==> config.mk <==
export PLATFORM = sky130hd
export DESIGN_NAME = vec_inst_issue
export DESIGN_NICKNAME = d
export VERILOG_FILES = /design/src/rtl/vec_inst_issue.sv
export SDC_FILE = /design/constraint.sdc
export NUM_CORES = 1
export LEC_CHECK = 0
export CAP_MARGIN = 0
export CORE_ASPECT_RATIO = 0.7
export CORE_MARGIN = 4
export CORE_UTILIZATION = 59
export DETAILED_ROUTE_END_ITERATION = 8
export PLACE_DENSITY = 0.9
export SLEW_MARGIN = 15
export SYNTH_ARGS = -nofsm -noshare
export SYNTH_HDL_FRONTEND = slang
export SYNTH_SLANG_ARGS = --single-unit
==> constraint.sdc <==
create_clock -name clk -period 6.75 [get_ports clk]
set_clock_uncertainty 0.05 [all_clocks]
set_input_delay 1.35 -clock clk [delete_from_list [all_inputs] [get_ports clk]]
set_output_delay 1.35 -clock clk [all_outputs]
set_load 0.05 [all_outputs]
==> src/rtl/vec_inst_issue.sv <==
// Scalar-to-vector instruction issue unit: in-order {inst, rs1, rs2} FIFO toward the vector
// side, plus vl writeback to the scalar register file for vsetvl/vsetvli/vsetivli.
//
// state   | meaning
// IDLE    | FIFO empty, nothing in flight
// ISSUE   | FIFO holds entries, head offered to the vector side
// WAIT_VL | config instruction issued, waiting for the vector CSR to report vl
// WB      | one-cycle vl writeback to the scalar register file
module vec_inst_issue #(
    parameter int XLEN  = 32,
    parameter int DEPTH = 4
) (
    input  logic            clk,
    input  logic            reset,
    input  logic            scalar_inst_valid,
    input  logic [XLEN-1:0] scalar_inst,
    input  logic [XLEN-1:0] scalar_rs1_data,
    input  logic [XLEN-1:0] scalar_rs2_data,
    output logic            scalar_inst_ready,
    output logic            scalar_rd_valid,
    output logic [4:0]      scalar_rd_addr,
    output logic [XLEN-1:0] scalar_rd_data,
    output logic            illegal_inst,
    output logic            vec_inst_valid,
    input  logic            vec_inst_ready,
    output logic [XLEN-1:0] vec_inst,
    output logic [XLEN-1:0] vec_rs1_data,
    output logic [XLEN-1:0] vec_rs2_data,
    input  logic            vec_vl_valid,
    input  logic [XLEN-1:0] vec_vl,
    output logic            busy
);
    localparam int          AW         = $clog2(DEPTH);
    localparam logic [AW:0] FULL_CNT   = (AW+1)'(DEPTH);
    localparam logic [6:0]  OP_V_ARITH = 7'h57;
    localparam logic [6:0]  OP_V_LOAD  = 7'h07;
    localparam logic [6:0]  OP_V_STORE = 7'h27;
    localparam logic [2:0]  F3_CFG     = 3'b111;

    typedef enum logic [1:0] {IDLE, ISSUE, WAIT_VL, WB} state_t;

    state_t          state_q;
    logic [XLEN-1:0] inst_mem_q [DEPTH];
    logic [XLEN-1:0] rs1_mem_q  [DEPTH];
    logic [XLEN-1:0] rs2_mem_q  [DEPTH];
    logic [AW-1:0]   wr_ptr_q;
    logic [AW-1:0]   rd_ptr_q;
    logic [AW:0]     count_q;
    logic [AW:0]     count_d;
    logic            cfg_pending_q;
    logic [4:0]      cfg_rd_q;
    logic            rd_valid_q;
    logic [4:0]      rd_addr_q;
    logic [XLEN-1:0] rd_data_q;
    logic            illegal_q;

    logic            empty;
    logic            full;
    logic [6:0]      in_opcode;
    logic            in_legal;
    logic            in_cfg;
    logic            accept;
    logic            push;
    logic            pop;
    logic [XLEN-1:0] head_inst;
    logic            head_cfg;

    assign empty     = (count_q == '0);
    assign full      = (count_q == FULL_CNT);
    assign in_opcode = scalar_inst[6:0];
    assign in_legal  = (in_opcode == OP_V_ARITH) || (in_opcode == OP_V_LOAD) ||
                       (in_opcode == OP_V_STORE);
    assign in_cfg    = (in_opcode == OP_V_ARITH) && (scalar_inst[14:12] == F3_CFG);

    // A pending config blocks accepts so its vl lands before any younger scalar instruction.
    assign scalar_inst_ready = reset && !full && !cfg_pending_q;
    assign accept            = scalar_inst_valid && scalar_inst_ready;
    assign push              = accept && in_legal;

    assign head_inst      = inst_mem_q[rd_ptr_q];
    assign head_cfg       = (head_inst[6:0] == OP_V_ARITH) && (head_inst[14:12] == F3_CFG);
    assign vec_inst_valid = !empty && ((state_q == IDLE) || (state_q == ISSUE));
    assign pop            = vec_inst_valid && vec_inst_ready;
    assign vec_inst       = empty ? '0 : head_inst;
    assign vec_rs1_data   = empty ? '0 : rs1_mem_q[rd_ptr_q];
    assign vec_rs2_data   = empty ? '0 : rs2_mem_q[rd_ptr_q];

    assign scalar_rd_valid = rd_valid_q;
    assign scalar_rd_addr  = rd_addr_q;
    assign scalar_rd_data  = rd_data_q;
    assign illegal_inst    = illegal_q;
    assign busy            = !empty || (state_q != IDLE);

    always_comb begin
        count_d = count_q;
        if (push && !pop) begin
            count_d = count_q + 1'b1;
        end else if (pop && !push) begin
            count_d = count_q - 1'b1;
        end
    end

    always_ff @(posedge clk or negedge reset) begin
        if (!reset) begin
            state_q       <= IDLE;
            wr_ptr_q      <= '0;
            rd_ptr_q      <= '0;
            count_q       <= '0;
            cfg_pending_q <= 1'b0;
            cfg_rd_q      <= '0;
            rd_valid_q    <= 1'b0;
            rd_addr_q     <= '0;
            rd_data_q     <= '0;
            illegal_q     <= 1'b0;
            for (int i = 0; i < DEPTH; i++) begin
                inst_mem_q[i] <= '0;
                rs1_mem_q[i]  <= '0;
                rs2_mem_q[i]  <= '0;
            end
        end else begin
            count_q    <= count_d;
            illegal_q  <= accept && !in_legal;
            rd_valid_q <= 1'b0;
            rd_addr_q  <= '0;
            rd_data_q  <= '0;

            if (push) begin
                inst_mem_q[wr_ptr_q] <= scalar_inst;
                rs1_mem_q[wr_ptr_q]  <= scalar_rs1_data;
                rs2_mem_q[wr_ptr_q]  <= scalar_rs2_data;
                wr_ptr_q             <= wr_ptr_q + 1'b1;
            end
            if (pop) begin
                rd_ptr_q <= rd_ptr_q + 1'b1;
            end
            if (accept && in_cfg) begin
                cfg_pending_q <= 1'b1;
            end

            case (state_q)
                IDLE, ISSUE: begin
                    if (pop && head_cfg) begin
                        cfg_rd_q <= head_inst[11:7];
                        state_q  <= WAIT_VL;
                    end else begin
                        state_q <= (count_d != '0) ? ISSUE : IDLE;
                    end
                end
                WAIT_VL: begin
                    if (vec_vl_valid) begin
                        state_q    <= WB;
                        rd_valid_q <= (cfg_rd_q != 5'd0);
                        rd_addr_q  <= cfg_rd_q;
                        rd_data_q  <= vec_vl;
                    end
                end
                WB: begin
                    cfg_pending_q <= 1'b0;
                    state_q       <= (count_d != '0) ? ISSUE : IDLE;
                end
                default: state_q <= IDLE;
            endcase
        end
    end
endmodule

==> flow_summary.toml <==
[run_status]
status = "finished, final reports clean"

[setup_path]
required_ns = 5.35
start_kind = "flip-flop"
crit_type = "flip-flop to primary output"
worst-path-max-fanout = 80
worst_ep_arrival_time_ns = 3.54
endpoint_kind = "primary output"

[run]
max_cap_viol_count = 0

[yosys]
syn_nets = 1350
synth-async-reset-ratio = 1.00
synth_cells = 1210
ys_warn_count = 0
synth_enable_flop_cells = 0
synthDistinctLibCells = 40
ys_ff_latch = 438
syn_avg_cell_area_um2 = 15.9
yosysSeqAreaShare = 0.569
synth_ff_type = "dfrtp_1"
synth.cell_area_um2 = 19200

[clock_network]
clk_path_buf_depth = 3
insertion_delay_ns = 0.53
cts_setup_buffers = 0
cts.clk_slew.worst_paths_ns = 0.06
cts_inserted_buffers = 41
clkSinkCount = 438
cts_resized = 0
ctsRootBufferMaster = "clkbuf_16"
cts_tree = "done"
htree_num_levels = 2
hold_buffers = 0

[sta]
period_share = 0.732
rsz0062_at_grt = "false"
fmax_ghz = 0.202
tns_ns = 0
min_period_ns = 4.94
slew_headroom = 0.260
hold_viol = 0
final_max_slew_viol_count = 0
worstMarginPinSlew_ns = 1.11
setup_viol = 0

[pwr]
power_frac_seq = 0.430
p_int_mw = 4.94
power_mw = 7.07
peakVddDrop_uv = 254
switching_share = 0.302
p_leak_nw = 11.5
power-per-cell-area_nw_per_um2 = 301
pwr-share-comb = 0.239
switching_power_mw = 2.14
pwr-share-clk = 0.331

[final_layout]
final_nets = 1595
fillers = 1973
most-common-layout-cells = "436 x dfrtp_1, 368 x mux2_2, 269 x clkdlybuf4s50_1"
multi_input_comb_area_um2 = 7800
syn2layout_area_growth_pct = 22.3
diodes = 0
seq_area_um2 = 11000
final_common_cell = "dfrtp_1"
drive_above_1_share = 0.376

[route]
first_iter_violations = 805
via_per_inst = 5.89
drtPass1Iterations = 5
drc = 0
vias = 11300
routed_wl_um = 43700
postRouteAntennaNets = 0
wl_per_cell_um = 22.9

[placement]
hpwl_um = 27600
gp_congestion = 0.829
portBuffers = 270

[die]
initial_core_util = 0.598
io_pins = 271
die_height_um = 159
num_rows = 55
die_area_um2 = 35600
core-area_um2 = 32200
die_w_um = 224

[global_route]
grt_max_degree = 185
grtUsageTotal = 0.247
gr-total-overflow = 0
grt_pass1_vias = 12600
antenna_found_initial = 2
grt_pass1_wl_um = 70100

[hold_path]
hold_path.class = "flip-flop to flip-flop"
## worst paths after layout
kind,endpoint,depth (start not counted),start,slack [ns]
setup / recovery,vec_inst[3],4,rd_ptr_q[0]$_DFFE_PN0P_,1.81
max in group asynchronous,inst_mem_q[86]$_DFFE_PN0P_,3,reset,3.80
hold reg to reg,inst_mem_q[65]$_DFFE_PN0P_,1,inst_mem_q[65]$_DFFE_PN0P_,0.41
min in group asynchronous,rs1_mem_q[119]$_DFFE_PN0P_,1,reset,0.79
hold / removal,inst_mem_q[65]$_DFFE_PN0P_,1,inst_mem_q[65]$_DFFE_PN0P_,0.41
setup reg to reg,rs1_mem_q[104]$_DFFE_PN0P_,8,count_q[0]$_DFF_PN0_,3.26
## worst max-delay path: stages, from the launching register on
cell and delay (ns):
dfrtp_4 0.69, buf_12 0.51, mux4_2 0.70, nor2b_1 0.19, clkdlybuf4s50_1 0.72
## per-stage QoR
stage	cells	instance area (µm²)	utilization	setup WS, ns	hold WS, ns
2_1_floorplan	1210	19200	-	3.21	0.379
3_3_place_gp	1839	22200	0.688	2.04	0.394
3_5_place_dp	1839	22200	0.688	1.99	0.400
4_1_cts	1912	23500	0.730	1.82	0.414
5_1_grt	1912	23500	0.731	1.68	0.432
6_report	1912	23500	0.731	1.81	0.411
## cell families after synthesis
logic type | synth area share
multiplexers | 0.331
flip-flops | 0.569
AND/OR/NAND/NOR | 0.0610
buffers and inverters | 0.0268
AO/OA/AOI/OAI | 0.00572
adder cells (fa/ha/maj) | 0.00455
XOR/XNOR | 0.00182
## metal layers
metal	vias to the layer above	routed length, µm	global-route usage
li1	4890	-	-
met1	6012	18900	0.358
met2	312	21400	0.400
met3	52	2740	0.0507
met4	2	624	0.0493
met5	-	13	0
## cells in the mapped netlist (3+ instances only)
cell type    n  area share
dfrtp_1    438        0.57
mux2_2     368        0.22
nor2b_1    100       0.033
mux4_2      96        0.11
and3_1      39       0.013
buf_2       35      0.0091
clkbuf_1    23      0.0045
buf_6       16      0.0094
nand2b_1    14      0.0046
nor2_1       9      0.0018
and2_1       8      0.0026
buf_4        7      0.0027
ha_1         7      0.0046
nand2_1      7      0.0014
inv_1        5     0.00098
mux2_1       5      0.0029
nand2_2      4      0.0013
xnor2_1      3      0.0014
## power by group through the flow
stage	Sequential [mW]	Clock [mW]	Combinational [mW]
6_report	3.04	2.34	1.69
5_1_grt	3.07	2.50	1.81
4_1_cts	3.04	2.38	1.71
3_5_place_dp	3.09	0	1.70
3_3_place_gp	3.07	0	1.67
2_1_floorplan	2.93	0	1.27
## registers in the layout (all words and copies together), names as in the netlist
signal and count:
count_q 3, cfg_pending_q 1, rd_ptr_q 2, state_q 2, rs2_mem_q 128, wr_ptr_q 2, cfg_rd_q 5, scalar_rd_addr 5
rs1_mem_q 128, scalar_rd_valid 1, scalar_rd_data 32, inst_mem_q 128, illegal_inst 1
## area by class of cell
type / count / area share
Tap cell: 427 / 0.0227
Clock buffer: 53 / 0.0489
Clock inverter: 20 / 0.00899
Timing Repair Buffer: 284 / 0.121
Inverter: 5 / 0.000798
Sequential cell: 438 / 0.466
Multi-Input combinational cell: 685 / 0.332
Power figures use the tool's default switching activity.
